## src/rtl/mdu_pkg.sv

```systemverilog
// Shared definitions for the HI/LO multiply/divide unit: op codes, FSM states, default width.
package mdu_pkg;

  localparam int unsigned MDU_WIDTH = 32;

  localparam logic [1:0] OP_MULT  = 2'b00;
  localparam logic [1:0] OP_MULTU = 2'b01;
  localparam logic [1:0] OP_DIV   = 2'b10;
  localparam logic [1:0] OP_DIVU  = 2'b11;

  localparam logic [1:0] ST_IDLE = 2'd0;
  localparam logic [1:0] ST_CALC = 2'd1;
  localparam logic [1:0] ST_FIX  = 2'd2;

  function automatic logic op_is_div(input logic [1:0] op);
    return (op == OP_DIV) || (op == OP_DIVU);
  endfunction

  function automatic logic op_is_signed(input logic [1:0] op);
    return (op == OP_MULT) || (op == OP_DIV);
  endfunction

endpackage

```

## src/rtl/cond_negate.sv

```systemverilog
// Two's-complement negate when en is set, pass-through otherwise.
module cond_negate #(
  parameter int unsigned WIDTH = 32
) (
  input  logic [WIDTH-1:0] data,
  input  logic             en,
  output logic [WIDTH-1:0] result_c
);

  always_comb begin
    result_c = en ? (~data + WIDTH'(1)) : data;
  end

endmodule

```

## src/rtl/mul_div_unit.sv

```systemverilog
// Iterative HI/LO multiply/divide unit: sign-magnitude core, one radix-2 step per cycle,
// sign fix-up in a final cycle.
module mul_div_unit
  import mdu_pkg::*;
#(
  parameter int unsigned WIDTH = MDU_WIDTH,
  parameter int unsigned CNT_W = $clog2(WIDTH) + 1
) (
  input  logic             i_clk,
  input  logic             i_rst,
  input  logic             i_start,
  input  logic [1:0]       i_op,
  input  logic [WIDTH-1:0] i_op1,
  input  logic [WIDTH-1:0] i_op2,
  input  logic             i_flush,
  input  logic             i_hi_we,
  input  logic             i_lo_we,
  input  logic [WIDTH-1:0] i_wdata,
  output logic             o_busy,
  output logic             o_done,
  output logic [WIDTH-1:0] o_hi,
  output logic [WIDTH-1:0] o_lo,
  output logic             o_dz
);

  logic [1:0]         state, state_nxt;
  logic               accept_c, step_c, fix_c;
  logic [CNT_W-1:0]   cnt;
  logic [2*WIDTH-1:0] acc;
  logic [WIDTH-1:0]   opr;
  logic               is_div_q, neg_a_q, neg_r_q, dz_pend_q;

  logic               div_op_c, s1_c, s2_c, dz_c;
  logic [WIDTH-1:0]   abs1_c, abs2_c;
  logic [WIDTH:0]     mul_sum_c, rem_sh_c, diff_c;
  logic [2*WIDTH-1:0] mul_step_c, div_step_c, prod_fix_c;
  logic [WIDTH-1:0]   quo_fix_c, rem_fix_c;

  logic [WIDTH-1:0]   hi_q, lo_q;
  logic               busy_q, done_q, dz_q;

  // Operand decode at the start cycle
  always_comb begin
    div_op_c = op_is_div(i_op);
    s1_c     = op_is_signed(i_op) & i_op1[WIDTH-1];
    s2_c     = op_is_signed(i_op) & i_op2[WIDTH-1];
    dz_c     = div_op_c & (i_op2 == '0);
  end

  cond_negate #(.WIDTH(WIDTH)) u_abs1 (.data(i_op1), .en(s1_c), .result_c(abs1_c));
  cond_negate #(.WIDTH(WIDTH)) u_abs2 (.data(i_op2), .en(s2_c), .result_c(abs2_c));

  // One shift-add multiply step and one restoring divide step on the accumulator
  always_comb begin
    mul_sum_c  = acc[0] ? ({1'b0, acc[2*WIDTH-1:WIDTH]} + {1'b0, opr})
                        : {1'b0, acc[2*WIDTH-1:WIDTH]};
    mul_step_c = {mul_sum_c, acc[WIDTH-1:1]};
    rem_sh_c   = {acc[2*WIDTH-1:WIDTH], acc[WIDTH-1]};
    diff_c     = rem_sh_c - {1'b0, opr};
    div_step_c = diff_c[WIDTH] ? {rem_sh_c[WIDTH-1:0], acc[WIDTH-2:0], 1'b0}
                               : {diff_c[WIDTH-1:0], acc[WIDTH-2:0], 1'b1};
  end

  cond_negate #(.WIDTH(2*WIDTH)) u_fix_prod (.data(acc), .en(neg_a_q), .result_c(prod_fix_c));
  cond_negate #(.WIDTH(WIDTH)) u_fix_quo (.data(acc[WIDTH-1:0]), .en(neg_a_q), .result_c(quo_fix_c));
  cond_negate #(.WIDTH(WIDTH)) u_fix_rem (.data(acc[2*WIDTH-1:WIDTH]), .en(neg_r_q),
                                          .result_c(rem_fix_c));

  always_ff @(posedge i_clk or posedge i_rst) begin
    if (i_rst) state <= ST_IDLE;
    else       state <= state_nxt;
  end

  // Flush wins over start in IDLE and suppresses the FIX write-back
  always_comb begin
    state_nxt = state;
    accept_c  = 1'b0;
    step_c    = 1'b0;
    fix_c     = 1'b0;
    case (state)
      ST_IDLE: begin
        if (i_start && !i_flush) begin
          state_nxt = ST_CALC;
          accept_c  = 1'b1;
        end
      end
      ST_CALC: begin
        if (i_flush) begin
          state_nxt = ST_IDLE;
        end else begin
          step_c = 1'b1;
          if (cnt == CNT_W'(1)) state_nxt = ST_FIX;
        end
      end
      ST_FIX: begin
        state_nxt = ST_IDLE;
        fix_c     = !i_flush;
      end
      default: state_nxt = ST_IDLE;
    endcase
  end

  // Divide-by-zero preloads the result image and holds it through CALC
  always_ff @(posedge i_clk or posedge i_rst) begin
    if (i_rst) begin
      cnt       <= '0;
      acc       <= '0;
      opr       <= '0;
      is_div_q  <= 1'b0;
      neg_a_q   <= 1'b0;
      neg_r_q   <= 1'b0;
      dz_pend_q <= 1'b0;
    end else if (accept_c) begin
      cnt       <= CNT_W'(WIDTH);
      is_div_q  <= div_op_c;
      neg_r_q   <= s1_c;
      dz_pend_q <= dz_c;
      opr       <= div_op_c ? abs2_c : abs1_c;
      if (dz_c) begin
        neg_a_q <= 1'b0;
        acc     <= {abs1_c, {WIDTH{1'b1}}};
      end else if (div_op_c) begin
        neg_a_q <= s1_c ^ s2_c;
        acc     <= {{WIDTH{1'b0}}, abs1_c};
      end else begin
        neg_a_q <= s1_c ^ s2_c;
        acc     <= {{WIDTH{1'b0}}, abs2_c};
      end
    end else if (step_c) begin
      cnt <= cnt - CNT_W'(1);
      if (!dz_pend_q) acc <= is_div_q ? div_step_c : mul_step_c;
    end else if (state_nxt == ST_IDLE) begin
      cnt <= '0;
    end
  end

  // Architectural HI/LO, direct writes only while idle
  always_ff @(posedge i_clk or posedge i_rst) begin
    if (i_rst) begin
      hi_q   <= '0;
      lo_q   <= '0;
      dz_q   <= 1'b0;
      done_q <= 1'b0;
      busy_q <= 1'b0;
    end else begin
      done_q <= fix_c;
      busy_q <= (state_nxt != ST_IDLE);
      if (fix_c) begin
        if (is_div_q) begin
          hi_q <= rem_fix_c;
          lo_q <= quo_fix_c;
        end else begin
          {hi_q, lo_q} <= prod_fix_c;
        end
        dz_q <= dz_pend_q;
      end else if (state == ST_IDLE) begin
        if (i_hi_we) hi_q <= i_wdata;
        if (i_lo_we) lo_q <= i_wdata;
      end
    end
  end

  assign o_hi   = hi_q;
  assign o_lo   = lo_q;
  assign o_dz   = dz_q;
  assign o_done = done_q;
  assign o_busy = busy_q;

endmodule

```

## config.mk

```make
export PLATFORM = sky130hd
export DESIGN_NAME = mul_div_unit
export DESIGN_NICKNAME = d
export VERILOG_FILES = /design/src/rtl/mdu_pkg.sv /design/src/rtl/cond_negate.sv /design/src/rtl/mul_div_unit.sv
export SDC_FILE = /design/constraint.sdc
export NUM_CORES = 1
export LEC_CHECK = 0
export CORE_ASPECT_RATIO = 0.8
export CORE_MARGIN = 2
export CORE_UTILIZATION = 58
export DETAILED_ROUTE_END_ITERATION = 7
export DONT_BUFFER_PORTS = 1
export HOLD_SLACK_MARGIN = 0.15
export PLACE_DENSITY = 0.76
export SETUP_SLACK_MARGIN = 0.02
export SKIP_CTS_REPAIR_TIMING = 1
export SLEW_MARGIN = 20
export SYNTH_ARGS = -nofsm -noshare
export SYNTH_HDL_FRONTEND = slang
export SYNTH_HIERARCHICAL = 1
export SYNTH_SLANG_ARGS = --single-unit
```

## constraint.sdc

```tcl
create_clock -name i_clk -period 5.8 [get_ports i_clk]
set_clock_uncertainty 0.15 [all_clocks]
set_input_delay 1.16 -clock i_clk [delete_from_list [all_inputs] [get_ports i_clk]]
set_output_delay 1.16 -clock i_clk [all_outputs]
set_load 0.005 [all_outputs]
```

==> results of run 1 <==
-- registers in the layout, indices dropped and copies added (netlist names) --
| signal | cells |
|---|---|
| acc | 64 |
| o_hi | 32 |
| o_lo | 32 |
| opr | 32 |
| cnt | 6 |
| state | 2 |
| dz_pend_q | 1 |
| is_div_q | 1 |
| neg_a_q | 1 |
| neg_r_q | 1 |
| o_busy | 1 |
| o_done | 1 |
| o_dz | 1 |
-- logic make-up (layout without fill, tap and decap cells) --
group,Yosys count,count (layout),synth area share (%)
AOI/OAI and AO/OA,703,703,27.3
xor gates and xnor gates,241,241,11.6
adders and majority gates,73,73,5.07
buffers and inverters,207,121,4.50
DFF,175,175,23.9
muxes,92,92,5.13
other,0,1,0
and+or+nand+nor,750,750,22.5
-- routing by layer --
metal  track usage, %  wire [um]  vias to the layer above
met5                0          0                        -
met3             13.3       8670                      114
li1                 -          -                     8147
met2             52.1      25800                     1044
met4             11.9       1840                        0
met1             52.4      26200                     8746
-- final cells by class --
cell class	instances	area [sq um]	area share, %
multi-input combinational	1859	13100	68.8
clock buffer	20	467	2.45
clock inverter	12	118	0.617
sequential	175	4390	23.0
timing repair buffer	25	200	1.05
inverter	64	244	1.28
tap	420	526	2.76
antenna	1	2.50	0.0131
-- final timing paths --
check | cells past startpoint | to | slack [ps] | start
max in group asynchronous | 2 | neg_r_q | 4000 | i_rst
worst max-delay path | 13 | acc[32] | 1430 | acc[31]
worst min register to register | 1 | cnt[0] | 340 | cnt[0]
worst max register to register | 13 | acc[32] | 1430 | acc[31]
worst min-delay path | 1 | cnt[0] | 340 | cnt[0]
min in group asynchronous | 2 | acc[62] | 710 | i_rst
-- stage by stage --
stage               hold WS [ps]  instance area (sq um)  std cells  setup WS (ps)
finish                       345                  19100       2576           1430
global route                 372                  19100       2575           1280
CTS                          351                  19100       2575           1550
detailed placement           340                  18500       2543           1590
global placement             326                  18500       2543           1700
floorplan                    305                  18300       2241           2250
-- power breakdown --
| group | internal [mW] | total [mW] | switching, mW |
|---|---|---|---|
| Clock | 0.603 | 1.18 | 0.580 |
| Sequential | 1.54 | 2.56 | 1.02 |
| Combinational | 2.42 | 5.61 | 3.18 |
| Total | 4.57 | 9.35 | 4.78 |
-- cells in the final DEF (no fill, tap or decap), types with 15 or more instances in the layout --
cell type	Yosys	layout
o21ai_0	111	111
xnor2_1	218	218
nand4_1	22	22
buf_4	7	24
nor4_1	20	19
ha_1	71	71
nor3_1	27	26
mux2i_1	77	77
nand2b_1	22	22
nand2_1	267	266
mux2_2	15	15
a211oi_1	99	99
o41ai_1	29	29
nor4_4	17	17
o221ai_1	27	27
nor2b_1	107	105
dfrtp_1	175	172
a21o_1	22	22
nor2_1	113	113
o31ai_1	59	59
or3_1	15	15
nand3_1	52	52
a31oi_1	79	79
clkbuf_16	0	17
a21oi_1	128	128
inv_1	63	62
o41ai_2	21	21
xor2_1	21	21
==> impl_results.md, run 1 <==
- Status: complete, no violations
- Layout net count: 2319
- Util after Layout: 61.0%
- Grt total ovfl: 0
- First-pass detailed-route iteration total: 6
- CTS tree: done
- Die Span Y: 163 um
- Layout cells sized above 1: 8.21%
- Clock sinks: 175
- Ys flop type: dfrtp_1
- Final hold violations: 0
- RSZ-0062 raised after global routing: false
- Crit path buf inv count: 2
- Synthesized Nets: 2418
- Clock Pin Slew Worst Setup and Hold Paths: 70 ps
- IO buf count: 0
- DP Wirelength: 46300 um
- Fill cells: 2814
- Crit Path Class: flop to flop
- Crit path cell chain: inv_1 > ha_1 > fa_1 > nand2b_1 > a21oi_1 > o211ai_2 > nand3b_2 > or2_1 > a31oi_4 > xnor2_2 > buf_4 > o211ai_1 > a211oi_1
- Post-synthesis cell area: 18300 sq um
- Clk Latency, worst-skew pair: 450 ps
- Number of flops mapped to enable cells by yosys: 0
- Async SR Flop Fraction: 100%
- Register bit total from synthesis: 175
- Initial DRC Count: 2372
- Antenna violations before repair: 2
- Ports: 171
- Rel. slew slack: 24.4%
- Max-slew violation count: 0
- Final GP Congestion: 1.05
- Largest cells by area after synthesis: dfrtp_1, xnor2_1, nand2_1, ha_1, mux2i_1
- Ys Warns: 6
- Power Density: 490 nW/um^2
- Post-synth top area cell: dfrtp_1
- Vias per inst: 7.01
- Worst min-delay path class: flop to flop
- Die ar.: 33000 sq um
- Fin crit period: 4370 ps
- Post-synthesis sequential area ratio: 23.9%
- Placement Rows: 58
- Period utilisation layout: 75.3%
- Fmax: 229 MHz
- Delay of the slowest critical-path stage: 890 ps
- Commonest cells in the netlist: nand2_1, xnor2_1, dfrtp_1, a21oi_1, nor2_1
- Cell family with most CP delay: compound AO/OA/AOI/OAI gates
- Final ANT Viol Nets: 0
- Worst VDD drop: 322 uV
- Via count: 18051
- Number of global-route vias before repair: 16185
- Tot Pwr: 9.35 mW
- Core area: 31300 sq um
- Setup_tns: 0 ps
- Max-cap violations: 0
- TritonCTS Buffers: 17
- Syn_area_per_cell: 8.17 sq um
- Cell with the most instances after synthesis: nand2_1
- H-tree depth: 4
- Clk root buf: clkbuf_16
- WL/cell: 24.3 um
- CP required: 6000 ps
- Initial Util: 58.5%
- Startpoint class of the critical path: flop
- Cell count after synthesis: 2241
- CP max FO: 15
- Largest net degree at the start of global routing: 176
- Post-synth cell types: 97
- Synth top area share: 23.9%
- Final setup viols: 0
- Die Width: 203 um
- CP Capture Type: flop
- Post-Route WL: 62500 um
- Leakage: 7.26 nW
- Slew of the pin with the lowest slew margin: 1130 ps
- CP arrival: 4570 ps
- Slowest cell on the critical path: xnor2_2
- First-pass GRT wire length: 95000 um
- Area grow syn2layout: 4.19%
- Longest Clk Path Bufs: 2
- GRT Util Overall: 37.0%
- DRC viols: 0
Note: power is estimated with default switching activity, not from simulation.
==> inputs of run 2 (changes only) <==
==> constraint.sdc (replaced) <==
create_clock -name i_clk -period 3.7 [get_ports i_clk]
set_clock_uncertainty 0.15 [all_clocks]
set_input_delay 0.74 -clock i_clk [delete_from_list [all_inputs] [get_ports i_clk]]
set_output_delay 0.74 -clock i_clk [all_outputs]
set_load 0.005 [all_outputs]
==> run 2 against run 1 <==
  * Maximum frequency rose by 21%
  * The run now ends with design-rule violations left
  * Highest routed layer is now met5
  * Critical path depth increased by 2
  * Combinational power rose by 87%
  * Count of clock-buffer cells in the layout is 1 lower
  * Largest power group unchanged
  * Via count increased by 4.0%
  * Hold slack worse by 180 ps
  * Global-route usage is 2.3 points higher
  * Total power up 68%
  * Non-clock buffer count increased by 107
  * Critical path type unchanged
==> impl_results.md, run 2 (synthesis results as in run 1) <==
- GRT Util Overall: 39.4% (+2.3 points)
- Largest net degree at the start of global routing: 178 (+1.1%)
- Startpoint class of the critical path: flop
- Max-slew violation count: 0 (unchanged)
- Final GP Congestion: 1.03 (-1.8%)
- Period utilisation layout: 97.8% (+22 points)
- Failing checks: design-rule violations
- Layout net count: 2426 (+4.6%)
- TritonCTS Buffers: 17 (unchanged)
- Max-cap violations: 0 (unchanged)
- H-tree depth: 4 (unchanged)
- Post-Route WL: 66700 um (+6.6%)
- CP max FO: 16 (+1)
- Worst min-delay path class: primary input to async pin
- Longest Clk Path Bufs: 2 (unchanged)
- Ports: 171 (unchanged)
- Placement Rows: 58 (unchanged)
- Tot Pwr: 15.7 mW (+68%)
- Status: complete, but fails checks
- Slowest cell on the critical path: dfrtp_1
- Crit path cell chain: inv_1 > ha_2 > and3_1 > a31o_1 > a41oi_2 > nand3b_2 > or2_1 > a31oi_4 > buf_4 > xor2_4 > buf_4 > clkbuf_16 > nand2_1 > a31oi_1 > a221o_1
- DP Wirelength: 50900 um (+10%)
- Util after Layout: 64.2% (+3.2 points)
- Final hold violations: 0 (unchanged)
- R2r startpoint: opr[14]
- Initial DRC Count: 2381 (+0.38%)
- Leakage: 7.84 nW (+8.0%)
- Clock Pin Slew Worst Setup and Hold Paths: 80 ps (about the same)
- Most flop-heavy register: acc
- DR WL met3: 8900 um (+2.6%)
- CTS tree: done
- Number of global-route vias before repair: 17051 (+5.4%)
- Setup_tns: 0 ps (unchanged)
- First-pass GRT wire length: 101000 um (+6.6%)
- Fmax: 276 MHz (+21%)
- Vias per inst: 6.99 (-0.21%)
- Most frequent cells in the layout: nand2_1, xnor2_1, dfrtp_1, a21oi_1, buf_4
- CP arrival: 3810 ps (-760 ps)
- Flop pwr share: 20.8% (-6.6 points)
- FF-to-FF End: acc[38]
- IO buf count: 0 (unchanged)
- CP required: 3890 ps (-2110 ps)
- Grt total ovfl: 0 (unchanged)
- FF-to-FF path depth: 15 (+2)
- First-pass detailed-route iteration total: 8 (+2)
- WL/cell: 24.9 um (+2.4%)
- Die Width: 203 um (unchanged)
- Sw frac: 49.8% (-1.4 points)
- Clk Latency, worst-skew pair: 460 ps (about the same)
- Rel. slew slack: 39.9% (+15 points)
- Die ar.: 33000 sq um (unchanged)
- Clock sinks: 175 (unchanged)
- Crit Path Class: flop to flop
- Max reg flops: 64 (unchanged)
- Final instance area: 20100 sq um (+5.3%)
- Fin crit period: 3620 ps (-753 ps)
- Crit-path most repeated cell: buf_4
- Slew of the pin with the lowest slew margin: 902 ps (-228 ps)
- Clk pwr share: 12.6% (about the same)
- Routed wl met2: 27600 um (+7.0%)
- Via count: 18768 (+4.0%)
- Power Internal: 7.91 mW (+73%)
- RSZ-0062 raised after global routing: true
- DRC viols: 6 (+6)
- Power Density: 784 nW/um^2 (+60%)
- Max Used Layer: met5
- Delay of the slowest critical-path stage: 460 ps (-430 ps)
- WL met1: 28200 um (+7.3%)
- R2R Setup Slk: 80 ps (-1350 ps)
- Antenna violations before repair: 4 (+2)
- Area grow syn2layout: 9.70%
- Final setup viols: 0 (unchanged)
- Fill cells: 2690 (-4.4%)
- Core area: 31300 sq um (unchanged)
- Most common cell after layout, fill and taps aside: nand2_1
- Comb pwr share: 66.6% (+6.6 points)
- Initial Util: 58.5% (unchanged)
- Worst VDD drop: 446 uV (+38%)
- Final ANT Viol Nets: 0 (unchanged)
- Die Span Y: 163 um (unchanged)
- DP Area: 19300 sq um (+4.7%)
- CP Capture Type: flop
- Switch Pwr: 7.83 mW (+64%)
- Layout cells sized above 1: 13.0% (+4.7 points)
- Clk root buf: clkbuf_16
==> run 2: layer usage <==
metal  global-route usage (%)  up-vias
li1                         -     8350
met5                        0        -
met1                     57.3     9109
met2                     55.9     1175
met4                     12.3        4
met3                     11.3      130
==> run 2: how the worst max path moves through the flow <==
stage                       start      end  slack, ps  cells after the start
after floorplan           acc[32]  acc[47]        280                     12
after CTS                  opr[0]  acc[57]          7                     14
final                     opr[14]  acc[38]         80                     15
after detailed placement   opr[0]  acc[57]         20                     14
after global routing       opr[0]  acc[57]          6                     14
after global placement    acc[31]  acc[35]         70                     14
==> run 2: cell type report <==
class,count,area [sq um],area share [%]
clock inverter,13,160,0.797
sequential,175,4390,21.8
inverter,64,244,1.21
antenna,2,5.00,0.0249
clock buffer,19,453,2.26
timing repair buffer,132,1100,5.46
multi-input combinational,1859,13200,65.8
tap,420,526,2.62
==> run 2: power by group through the flow <==
stage | Clock [mW] | Sequential (mW) | Combinational [mW]
finish | 1.98 | 3.28 | 10.5
global route | 2.04 | 3.33 | 11.3
CTS | 1.98 | 3.22 | 9.97
detailed placement | 0 | 3.26 | 9.90
global placement | 0 | 3.25 | 9.77
floorplan | 0 | 3.40 | 6.90
==> run 2: stage by stage <==
stage / hold slack (ps) / setup WS (ps) / instances
2_1_floorplan: 305 / 278 / 2241
3_3_place_gp: 326 / 70.2 / 2648
3_5_place_dp: 334 / 22.0 / 2648
4_1_cts: 193 / 7.14 / 2680
5_1_grt: 212 / 5.83 / 2682
6_report: 167 / 83.2 / 2684
==> run 2: critical path: cells and delay by family (launching register included) <==
| kind | cells | cell delay [ps] |
|---|---|---|
| AO/OA/AOI/OAI | 5 | 980 |
| XOR/XNOR | 1 | 80 |
| adder cells (fa/ha/maj) | 1 | 330 |
| buffers and inverters | 4 | 690 |
| flip-flops | 1 | 460 |
| AND/OR/NAND/NOR | 4 | 790 |
